===== src/rtl/clk_en_timebase_if.sv =====
// Run-control, configuration and strobe bundle of the clock-enable timebase.
// The slave side is the timebase; the master side is the system controller.
interface clk_en_timebase_if #(
    parameter int unsigned NUM_CH = 2,
    parameter int unsigned DIV_W  = 8,
    parameter int unsigned CNT_W  = 64
);
    localparam int unsigned CH_W = (NUM_CH > 1) ? $clog2(NUM_CH) : 1;

    logic                    cfg_we;
    logic [CH_W-1:0]         cfg_ch;
    logic [DIV_W-1:0]        cfg_div;
    logic                    cfg_err;
    logic [NUM_CH-1:0]       sus;
    logic                    halt_req;
    logic                    run_req;
    logic                    step_req;
    logic [15:0]             step_cnt;
    logic [NUM_CH-1:0]       clk_en;
    logic [NUM_CH-1:0]       clk_en_g;
    logic [NUM_CH*CNT_W-1:0] cyc;
    logic                    halted;
    logic                    step_done;

    modport master (
        output cfg_we, cfg_ch, cfg_div, sus, halt_req, run_req, step_req, step_cnt,
        input  cfg_err, clk_en, clk_en_g, cyc, halted, step_done
    );

    modport slave (
        input  cfg_we, cfg_ch, cfg_div, sus, halt_req, run_req, step_req, step_cnt,
        output cfg_err, clk_en, clk_en_g, cyc, halted, step_done
    );
endinterface


===== src/rtl/clk_en_timebase.sv =====
// Multi-channel clock-enable generator: programmable per-channel divisors, strobe
// counters and a shared halt/run/step controller that freezes all phases together.
module clk_en_timebase #(
    parameter int unsigned             NUM_CH    = 2,
    parameter int unsigned             DIV_W     = 8,
    parameter int unsigned             CNT_W     = 64,
    parameter logic [NUM_CH*DIV_W-1:0] DIV_INIT  = {8'd12, 8'd4},
    parameter int unsigned             STEP_CH   = 1,
    parameter bit                      START_RUN = 1'b1
) (
    input  logic               clock,
    input  logic               reset_n,
    clk_en_timebase_if.slave   bus
);
    localparam int unsigned CH_W  = (NUM_CH > 1) ? $clog2(NUM_CH) : 1;
    localparam int unsigned REM_W = 16;

    typedef enum logic [1:0] {
        ST_RUN  = 2'd0,
        ST_HALT = 2'd1,
        ST_STEP = 2'd2
    } state_e;

    state_e             state_q;
    logic [REM_W-1:0]   rem_q;
    logic               step_done_q;
    logic               cfg_err_q;

    logic [DIV_W-1:0]   ph_q     [NUM_CH];
    logic [DIV_W-1:0]   ph_d     [NUM_CH];
    logic [DIV_W-1:0]   div_q    [NUM_CH];
    logic [DIV_W-1:0]   div_d    [NUM_CH];
    logic [DIV_W-1:0]   pend_q   [NUM_CH];
    logic [DIV_W-1:0]   pend_d   [NUM_CH];
    logic [NUM_CH-1:0]  pend_v_q;
    logic [NUM_CH-1:0]  pend_v_d;
    logic [CNT_W-1:0]   cyc_q    [NUM_CH];
    logic [CNT_W-1:0]   cyc_d    [NUM_CH];

    logic               adv_c;
    logic [NUM_CH-1:0]  wrap_c;
    logic [NUM_CH-1:0]  en_c;
    logic               cfg_ok_c;

    // Strobes are combinational from registers and masked while reset is held.
    assign adv_c    = reset_n && (state_q != ST_HALT);
    assign cfg_ok_c = bus.cfg_we && (bus.cfg_div != '0) && (int'(bus.cfg_ch) < int'(NUM_CH));

    always_comb begin
        for (int i = 0; i < int'(NUM_CH); i++) begin
            wrap_c[i] = (ph_q[i] == (div_q[i] - DIV_W'(1)));
            en_c[i]   = adv_c & wrap_c[i];
        end
    end

    // A staged divisor is only committed on its channel's strobe so no period is cut short.
    always_comb begin
        for (int i = 0; i < int'(NUM_CH); i++) begin
            ph_d[i]     = ph_q[i];
            div_d[i]    = div_q[i];
            pend_d[i]   = pend_q[i];
            pend_v_d[i] = pend_v_q[i];
            cyc_d[i]    = cyc_q[i];
            if (adv_c) begin
                ph_d[i] = wrap_c[i] ? '0 : ph_q[i] + DIV_W'(1);
            end
            if (en_c[i]) begin
                cyc_d[i] = cyc_q[i] + CNT_W'(1);
                if (pend_v_q[i]) begin
                    div_d[i]    = pend_q[i];
                    pend_v_d[i] = 1'b0;
                end
            end
            if (cfg_ok_c && (int'(bus.cfg_ch) == i)) begin
                pend_d[i]   = bus.cfg_div;
                pend_v_d[i] = 1'b1;
            end
        end
    end

    always_ff @(posedge clock) begin
        if (!reset_n) begin
            for (int i = 0; i < int'(NUM_CH); i++) begin
                ph_q[i]   <= '0;
                div_q[i]  <= DIV_INIT[i*DIV_W +: DIV_W];
                pend_q[i] <= '0;
                cyc_q[i]  <= '0;
            end
            pend_v_q  <= '0;
            cfg_err_q <= 1'b0;
        end else begin
            ph_q      <= ph_d;
            div_q     <= div_d;
            pend_q    <= pend_d;
            pend_v_q  <= pend_v_d;
            cyc_q     <= cyc_d;
            cfg_err_q <= bus.cfg_we && !cfg_ok_c;
        end
    end

    // Run control; halt_req outranks run_req, which outranks step completion.
    always_ff @(posedge clock) begin
        if (!reset_n) begin
            state_q     <= START_RUN ? ST_RUN : ST_HALT;
            rem_q       <= '0;
            step_done_q <= 1'b0;
        end else begin
            step_done_q <= 1'b0;
            case (state_q)
                ST_RUN: begin
                    if (bus.halt_req) state_q <= ST_HALT;
                end
                ST_HALT: begin
                    if (!bus.halt_req) begin
                        if (bus.run_req) begin
                            state_q <= ST_RUN;
                        end else if (bus.step_req && (bus.step_cnt != '0)) begin
                            state_q <= ST_STEP;
                            rem_q   <= bus.step_cnt;
                        end
                    end
                end
                ST_STEP: begin
                    if (bus.halt_req) begin
                        state_q <= ST_HALT;
                    end else if (bus.run_req) begin
                        state_q <= ST_RUN;
                    end else if (en_c[STEP_CH]) begin
                        if (rem_q == REM_W'(1)) begin
                            state_q     <= ST_HALT;
                            step_done_q <= 1'b1;
                        end else begin
                            rem_q <= rem_q - REM_W'(1);
                        end
                    end
                end
                default: state_q <= ST_HALT;
            endcase
        end
    end

    assign bus.clk_en    = en_c;
    assign bus.clk_en_g  = en_c & ~bus.sus;
    assign bus.halted    = (state_q == ST_HALT);
    assign bus.step_done = step_done_q;
    assign bus.cfg_err   = cfg_err_q;

    for (genvar g = 0; g < int'(NUM_CH); g++) begin : g_cyc
        assign bus.cyc[g*CNT_W +: CNT_W] = cyc_q[g];
    end
endmodule


===== src/flat_wrapper.sv =====
// flat-port wrapper written by rule: the top's interface ports become plain ports
module clk_en_timebase_flat 
#(
    parameter int unsigned             NUM_CH    = 2,
    parameter int unsigned             DIV_W     = 8,
    parameter int unsigned             CNT_W     = 64,
    parameter logic [NUM_CH*DIV_W-1:0] DIV_INIT  = {8'd12, 8'd4},
    parameter int unsigned             STEP_CH   = 1,
    parameter bit                      START_RUN = 1'b1
)
  (clock, reset_n, bus_cfg_we, bus_cfg_ch, bus_cfg_div, bus_sus, bus_halt_req, bus_run_req, bus_step_req, bus_step_cnt, bus_cfg_err, bus_clk_en, bus_clk_en_g, bus_cyc, bus_halted, bus_step_done);
  clk_en_timebase_if #(.NUM_CH(NUM_CH), .DIV_W(DIV_W), .CNT_W(CNT_W)) bus_i ();
  input  logic clock;
  input  logic reset_n;
  input wire logic [$bits(bus_i.cfg_we)-1:0] bus_cfg_we;
  input wire logic [$bits(bus_i.cfg_ch)-1:0] bus_cfg_ch;
  input wire logic [$bits(bus_i.cfg_div)-1:0] bus_cfg_div;
  input wire logic [$bits(bus_i.sus)-1:0] bus_sus;
  input wire logic [$bits(bus_i.halt_req)-1:0] bus_halt_req;
  input wire logic [$bits(bus_i.run_req)-1:0] bus_run_req;
  input wire logic [$bits(bus_i.step_req)-1:0] bus_step_req;
  input wire logic [$bits(bus_i.step_cnt)-1:0] bus_step_cnt;
  output wire logic [$bits(bus_i.cfg_err)-1:0] bus_cfg_err;
  output wire logic [$bits(bus_i.clk_en)-1:0] bus_clk_en;
  output wire logic [$bits(bus_i.clk_en_g)-1:0] bus_clk_en_g;
  output wire logic [$bits(bus_i.cyc)-1:0] bus_cyc;
  output wire logic [$bits(bus_i.halted)-1:0] bus_halted;
  output wire logic [$bits(bus_i.step_done)-1:0] bus_step_done;
  assign bus_i.cfg_we = bus_cfg_we;
  assign bus_i.cfg_ch = bus_cfg_ch;
  assign bus_i.cfg_div = bus_cfg_div;
  assign bus_i.sus = bus_sus;
  assign bus_i.halt_req = bus_halt_req;
  assign bus_i.run_req = bus_run_req;
  assign bus_i.step_req = bus_step_req;
  assign bus_i.step_cnt = bus_step_cnt;
  assign bus_cfg_err = bus_i.cfg_err;
  assign bus_clk_en = bus_i.clk_en;
  assign bus_clk_en_g = bus_i.clk_en_g;
  assign bus_cyc = bus_i.cyc;
  assign bus_halted = bus_i.halted;
  assign bus_step_done = bus_i.step_done;
  clk_en_timebase #(.NUM_CH(NUM_CH), .DIV_W(DIV_W), .CNT_W(CNT_W), .DIV_INIT(DIV_INIT), .STEP_CH(STEP_CH), .START_RUN(START_RUN)) u_core (.clock(clock), .reset_n(reset_n), .bus(bus_i));
endmodule

===== config.mk =====
export PLATFORM = sky130hd
export DESIGN_NAME = clk_en_timebase_flat
export DESIGN_NICKNAME = d
export VERILOG_FILES = /design/src/rtl/clk_en_timebase_if.sv /design/src/rtl/clk_en_timebase.sv /design/src/flat_wrapper.sv
export SDC_FILE = /design/constraint.sdc
export NUM_CORES = 1
export LEC_CHECK = 0
export CAP_MARGIN = 5
export CORE_ASPECT_RATIO = 0.6
export CORE_MARGIN = 2
export CORE_UTILIZATION = 39
export DETAILED_ROUTE_END_ITERATION = 8
export PLACE_DENSITY = 0.68
export REMOVE_ABC_BUFFERS = 1
export SYNTH_ARGS = -nofsm -noshare
export SYNTH_HDL_FRONTEND = slang
export SYNTH_SLANG_ARGS = --single-unit

===== constraint.sdc =====
create_clock -name clock -period 4 [get_ports clock]
set_input_delay 1.2 -clock clock [delete_from_list [all_inputs] [get_ports clock]]
set_output_delay 1.2 -clock clock [all_outputs]
set_load 0.01 [all_outputs]

==> results of run 1 <==
## flip-flops by register name, indices dropped and copies added, names as in the netlist
name                  cells
u_core.div_q             16
u_core.pend_v_q           2
u_core.bus.cfg_err        1
u_core.rem_q             16
u_core.pend_q            16
u_core.state_q            2
u_core.ph_q              16
u_core.bus.step_done      1
u_core.bus.cyc          128
## layout make-up
| cell class | instances | area (um2) | area share (%) |
|---|---|---|---|
| clock buffers | 19 | 443 | 3.42 |
| clock inverters | 12 | 224 | 1.73 |
| inverters | 40 | 153 | 1.18 |
| multi-input cells | 921 | 5840 | 45.0 |
| flip-flops and latches | 198 | 3970 | 30.6 |
| well taps | 352 | 440 | 3.40 |
| repair buffers | 199 | 1900 | 14.7 |
## per-stage QoR
stage	setup slack [ns]	TNS, ns
after floorplan	-0.362	-4.75
after global placement	0.114	0
after detailed placement	0.142	0
after CTS	-0.00195	-0.00195
after global routing	0.0215	0
final	0.142	0
## per-layer routing
metal  vias to the layer above  wire length (um)
li1                       5008                 -
met1                      4918             15300
met2                       306             12700
met3                        25              2040
met4                         2               368
met5                         -                13
## worst register-to-register path, cell delays in order, from the launching register on
cell and delay, ns:
sky130_fd_sc_hd__dfxtp_1 0.44, sky130_fd_sc_hd__nand4_1 0.23, sky130_fd_sc_hd__or4_1 0.53, sky130_fd_sc_hd__or4_1 0.63, sky130_fd_sc_hd__or3b_1 0.69, sky130_fd_sc_hd__or4_1 0.57, sky130_fd_sc_hd__a21oi_1 0.17
## what timing repair did
item | CTS | global route
gates resized for setup | 4 | 9
pin swaps | 2 | 4
endpoints found under the setup margin | 3 | 3
hold buffers | 0 | 0
buffers inserted | 3 | 2
## worst min-delay path by stage
| stage | cells after the start | slack [ns] | end | start |
|---|---|---|---|---|
| 2_1_floorplan | 1 | 0.43 | u_core.div_q[15]$_SDFFE_PN0P_ | u_core.pend_q[15]$_SDFFE_PN0P_ |
| 5_1_grt | 1 | 0.48 | u_core.div_q[9]$_SDFFE_PN0P_ | u_core.pend_q[9]$_SDFFE_PN0P_ |
| 3_5_place_dp | 2 | 0.45 | u_core.pend_q[6]$_SDFFE_PN0P_ | u_core.pend_q[6]$_SDFFE_PN0P_ |
| 3_3_place_gp | 1 | 0.44 | u_core.div_q[9]$_SDFFE_PN0P_ | u_core.pend_q[9]$_SDFFE_PN0P_ |
| 6_report | 2 | 0.46 | u_core.pend_q[6]$_SDFFE_PN0P_ | u_core.pend_q[6]$_SDFFE_PN0P_ |
| 4_1_cts | 2 | 0.46 | u_core.pend_q[7]$_SDFFE_PN0P_ | u_core.pend_q[7]$_SDFFE_PN0P_ |
## power breakdown
group	leakage (nW)	switching, mW	internal (mW)
sequential	1.60	0.0433	2.01
combinational	2.17	0.253	0.150
clock	0.312	0.801	1.19
total	4.08	1.10	3.34
## synthesized netlist by cell type, drive strengths merged, types with 4 or more instances
cell	instances	area, um2
o31ai	73	548
xor2	18	158
nand2b	29	181
nand3b	5	37.5
o21a	4	30.0
a32o	5	50.1
a311o	4	40.0
and4	12	105
buf	6	41.3
or3	37	236
nand3	68	340
nand2	120	450
o21ai	37	185
o211ai	4	30.0
nand4	42	263
nor2	59	221
o311a	4	40.0
a311oi	4	35.0
o311ai	20	198
or2	5	31.3
ha	11	138
o2bb2ai	4	35.0
inv	40	150
dfxtp	198	3960
xnor2	13	114
a21oi	122	611
o41ai	20	213
nor3	24	120
and3	23	144
clkbuf	77	289
nor4	15	119
or4	75	567
and2	4	25.0
mux2i	16	160
o22ai	6	37.5
## cell families (layout without fill, tap and decap cells)
logic type | after synthesis | in the layout | synth area share [%]
flops | 198 | 198 | 38.6
simple gates | 531 | 531 | 28.7
xor+xnor | 32 | 32 | 2.86
compound gates | 330 | 330 | 22.2
fa+ha+maj | 11 | 11 | 1.34
buf+inv | 123 | 270 | 4.68
mux | 17 | 17 | 1.67
==> summary.json, run 1 <==
{
  "run_status": "completed",
  "ant_nets": 0,
  "synthesis.area_um2": 10300,
  "grt_busiest_layer": "met1",
  "clock-skew-final_ns": 0.0114,
  "worst-path-stages": 7,
  "worst_ep_arrival_time_ns": 2.66,
  "die_x_um": 213,
  "global_route_wire_length_before_repair_um": 48700,
  "ff2ff_setup_slack_ns": 0.66,
  "critical_path_class": "reg2out",
  "count_of_final_max_slew_check_failures": 0,
  "syn_inst": 1242,
  "routed_via_density": 5.89,
  "worst_pin_slew_ns": 0.940,
  "wirelength_um": 30400,
  "core_area_um2": 25600,
  "dpl_cell_area_um2": 12200,
  "worstSkewPairLatency_ns": 0.46,
  "ioPinCount": 168,
  "worstPathMaxFanout": 8,
  "timing.reg2reg.worst_path_depth": 6,
  "drt_iter0_markers": 834,
  "cts_root_buffer": "sky130_fd_sc_hd__clkbuf_16",
  "met3_usage_pct": 6.18,
  "layout.nets": 1421,
  "final_period_minus_worst_setup_slack_ns": 3.86,
  "numPlacedInstances": 1705,
  "floorplan.die_area_um2": 27700,
  "critical_path.reg2reg.startpoint": "u_core.bus.cyc[19]$_SDFFE_PN0P_",
  "worstPathRequired_ns": 2.80,
  "diode_count": 0,
  "p_total_mw": 4.44,
  "highest_clock_rate_mhz": 259,
  "fillCellCount": 2428,
  "endpoint": "bus_clk_en[1]",
  "report.final.setup_viol": 0,
  "synth_cell_types": 68,
  "yosys_register_bits": 198,
  "power_density_nw_per_um2": 342,
  "cts.sinks": 198,
  "drive_above_1_share_pct": 7.06,
  "antenna_found_initial": 1,
  "max_cap_violations": 0,
  "cts_tree": "built",
  "die_height_um": 130,
  "yosys_warnings": 0,
  "most_frequent_standard_cell_in_the_layout_excluding_fill_and_tap_cells": "sky130_fd_sc_hd__dfxtp_1",
  "max_root_sink_buffers": 2,
  "number_of_global_route_vias_before_repair": 9170,
  "worstPathBufferInverterCount": 3,
  "count_of_buffers_inserted_at_the_top_level_ports": 167,
  "initial_utilization_pct": 40.2,
  "routed-via-count": 10259,
  "worst_setup_path_end_kind": "output port",
  "worst_path_max_delay_cell": "sky130_fd_sc_hd__or3_4",
  "cts_htree_levels": 4,
  "gr-total-overflow": 0,
  "worst_setup_path_startpoint": "u_core.div_q[3]$_SDFFE_PN1P_",
  "vdd_drop_max_mv": 0.270,
  "post_synth.cell_area_avg_um2": 8.27,
  "final_min_period_over_clock_period_pct": 96.4,
  "grt_use_met2_pct": 30.4,
  "synthFlopType": "sky130_fd_sc_hd__dfxtp_1",
  "layout.cells.non_filler": 1741,
  "globalRouteMet1Util_pct": 32.9,
  "crit_path_cell_trace": "or3_1 -> or3_4 -> a2111oi_4 -> nand3_2 -> buf_4 -> inv_2 -> dlygate4sd2_1",
  "routabilityCongestion": 0.898,
  "placement_rows": 45,
  "fin_worst_hold_slack_ns": 0.463,
  "worst_r2r_endpoint": "u_core.bus.cyc[50]$_SDFFE_PN0P_",
  "cp_top_family": "simple AND/OR/NAND/NOR gates",
  "post_layout_utilization_of_the_core_pct": 50.7,
  "grt_util_all_layers_pct": 22.0,
  "clk_pin_slew_ns": 0.07,
  "hp-class": "reg2reg",
  "number_of_enable_flip_flop_cells_after_synthesis": 0,
  "postSynth.asyncResetShare_pct": 0,
  "drt_pass1_iterations": 7,
  "start_kind": "flip-flop",
  "total_leakage_power_nw": 4.08,
  "rsz0062_at_grt": "false",
  "hpwlAfterDp_um": 21100,
  "worst_path_largest_cell_delay_ns": 0.42,
  "drc": 0,
  "maximum_number_of_pins_on_one_net_before_global_route_repair": 70,
  "synthToLayoutAreaGrowth_pct": 26.3,
  "worst_slew_margin_rel_pct": 37.1,
  "finalInstanceArea_um2": 13000,
  "hold_viol": 0,
  "numCtsBuffers": 17,
  "final_cell_mix": "sky130_fd_sc_hd__dfxtp_1, sky130_fd_sc_hd__clkdlybuf4s50_1, sky130_fd_sc_hd__a21oi_1",
  "routed_wire_length_per_instance_um": 17.5,
  "synth_sequential_area_ratio_pct": 38.6
}
Note: power is estimated with default switching activity, not from simulation.
==> run 2, diff against run 1 <==
- CORE_UTILIZATION: 39 -> 50
- PLACE_DENSITY: 0.68 -> 0.83
- SKIP_LAST_GASP: unset -> 1
- SLEW_MARGIN: unset -> 20
==> run 2 against run 1 <==
Effect of this change: largest cell class unchanged; non-clock buffer count fell by 5; power up 0.48%; core utilization is 13 points higher; fmax increased by 0.15%; worst setup slack improved by 0.0058 ns; count of clock-buffer cells in the layout is 1 higher; first-iteration DRC count rose by 43%.
==> summary.json, run 2 (same netlist as run 1, synthesis figures left out) <==
{
  "run_status": "completed",
  "hold_viol": 0,
  "report.final.setup_viol": 0,
  "worst_r2r_endpoint": "u_core.bus.cyc[63]$_SDFFE_PN0P_",
  "post_layout_utilization_of_the_core_pct": 64.0,
  "worstSkewPairLatency_ns": 0.45,
  "numPlacedInstances": 1625,
  "initial_utilization_pct": 51.2,
  "routed-via-count": 10632,
  "critical_path.reg2reg.startpoint": "u_core.bus.cyc[19]$_SDFFE_PN0P_",
  "power.share.sequential_pct": 46.0,
  "ioPinCount": 168,
  "floorplan.die_area_um2": 21700,
  "final_period_minus_worst_setup_slack_ns": 3.85,
  "die_x_um": 189,
  "hpwlAfterDp_um": 20300,
  "gr-total-overflow": 0,
  "drc": 0,
  "drt_iter0_markers": 1195,
  "ff2ff_setup_slack_ns": 0.57,
  "placement_rows": 40,
  "total_leakage_power_nw": 4.10,
  "die_height_um": 115,
  "power.switching_fraction_pct": 24.6,
  "clk_pin_slew_ns": 0.07,
  "clock-skew-final_ns": 0.0115,
  "cts.sinks": 198,
  "power.share.combinational_pct": 8.8,
  "max_cap_violations": 0,
  "setup_ws_ns": 0.148,
  "timing.reg2reg.worst_path_depth": 6,
  "highest_clock_rate_mhz": 260,
  "wirelength_um": 30000,
  "final_min_period_over_clock_period_pct": 96.3,
  "largest_register_ff_count": 128,
  "layout.cells.non_filler": 1659,
  "critical_path_class": "reg2out",
  "hp-start": "u_core.pend_q[6]$_SDFFE_PN0P_",
  "numCtsBuffers": 17,
  "whs_endpoint": "u_core.pend_q[6]$_SDFFE_PN0P_",
  "final_cell_mix": "sky130_fd_sc_hd__dfxtp_1, sky130_fd_sc_hd__clkdlybuf4s50_1, sky130_fd_sc_hd__a21oi_1",
  "worst_path_largest_cell_delay_ns": 0.55,
  "global_route_wire_length_before_repair_um": 48900,
  "routabilityCongestion": 0.919,
  "hold_depth": 2,
  "maximum_number_of_pins_on_one_net_before_global_route_repair": 75,
  "ant_nets": 0,
  "cell_internal_pwr_mw": 3.36,
  "layout.nets": 1416,
  "cts_tree": "built",
  "worst_pin_slew_ns": 0.940,
  "worst_ep_arrival_time_ns": 2.65,
  "core_area_um2": 20100,
  "hp-class": "reg2reg",
  "worst_path_max_delay_cell": "sky130_fd_sc_hd__clkdlybuf4s50_1",
  "cts_htree_levels": 4,
  "cts_root_buffer": "sky130_fd_sc_hd__clkbuf_16",
  "start_kind": "flip-flop",
  "count_of_final_max_slew_check_failures": 0,
  "power_switching_mw": 1.10,
  "tns_ns": 0,
  "antenna_found_initial": 1,
  "number_of_global_route_vias_before_repair": 9451,
  "drive_above_1_share_pct": 6.64,
  "vdd_drop_max_mv": 0.310,
  "worst_slew_margin_rel_pct": 37.1,
  "max_root_sink_buffers": 2,
  "grt_util_all_layers_pct": 27.5,
  "worst_setup_path_end_kind": "output port",
  "routed_via_density": 6.41,
  "rsz0062_at_grt": "false",
  "preCtsSetupSlack_ns": 0.229,
  "count_of_buffers_inserted_at_the_top_level_ports": 167,
  "worstPathRequired_ns": 2.80,
  "routed_wire_length_per_instance_um": 18.1,
  "worstPathMaxFanout": 4,
  "synthToLayoutAreaGrowth_pct": 25.2,
  "most_frequent_standard_cell_in_the_layout_excluding_fill_and_tap_cells": "sky130_fd_sc_hd__dfxtp_1",
  "crit_path_cell_trace": "inv_1 -> ha_2 -> xor2_1 -> nand2_1 -> nor2_1 -> nand4_1 -> nor2_2 -> clkdlybuf4s50_1",
  "drt_pass1_iterations": 5,
  "fin_worst_hold_slack_ns": 0.460,
  "power.clock.fraction_pct": 45.2,
  "power_density_nw_per_um2": 347
}
-- run 2: worst max-delay path by stage --
| stage | cells past startpoint | end | from | slack, ns |
|---|---|---|---|---|
| floorplan | 4 | u_core.rem_q[4]$_SDFFE_PN0P_ | reset_n | -0.36 |
| global placement | 6 | bus_clk_en_g[1] | reset_n | 0.25 |
| detailed placement | 6 | bus_clk_en_g[1] | reset_n | 0.23 |
| CTS | 6 | bus_clk_en[1] | u_core.div_q[4]$_SDFFE_PN0P_ | 0.04 |
| global route | 8 | bus_clk_en[0] | u_core.div_q[8]$_SDFFE_PN0P_ | 0.03 |
| finish | 8 | bus_clk_en[0] | u_core.div_q[8]$_SDFFE_PN0P_ | 0.15 |
-- run 2: layer usage --
metal  track usage, %  up-vias  wire length [um]
met3             6.26       56              2500
met1             40.2     5085             14200
met5                0        -                 0
li1                 -     5011                 -
met4             8.39        0               488
met2             40.4      480             12900
-- run 2: timing repair --
action / CTS / global route
buffers inserted: 1 / 0
endpoints found under the setup margin: 2 / 4
pin swaps: 1 / 3
hold buffers: 0 / 0
gates resized for setup: 2 / 8
-- run 2: final cells by class --
class                      instances  area, um2
multi-input combinational        921       5840
inverter                          40        153
fill                            1677       7220
clock buffer                      20        457
sequential                       198       3970
tap                              273        342
clock inverter                    12        223
timing repair buffer             194       1870
antenna                            1       2.50
-- run 2: per-stage QoR --
| stage | power (mW) | instance area [um2] |
|---|---|---|
| floorplan | 2.31 | 9940 |
| global placement | 2.47 | 12100 |
| detailed placement | 2.48 | 12100 |
| CTS | 4.46 | 12800 |
| global route | 4.60 | 12900 |
| finish | 4.46 | 12900 |
-- run 2: power groups by stage --
stage	clock network (mW)	logic (mW)	registers, mW
finish	2.02	0.391	2.05
detailed placement	0	0.380	2.10
global placement	0	0.371	2.09
CTS	2.03	0.383	2.05
global route	2.12	0.427	2.06
floorplan	0	0.223	2.08
-- run 2: worst max-delay path: cells and delay by family, from the launching register on --
kind	cells	cell delay, ns
and+or+nand+nor	4	0.70
buffers and inverters	2	0.63
DFF	1	0.38
adders and majority gates	1	0.33
xor gates and xnor gates	1	0.16
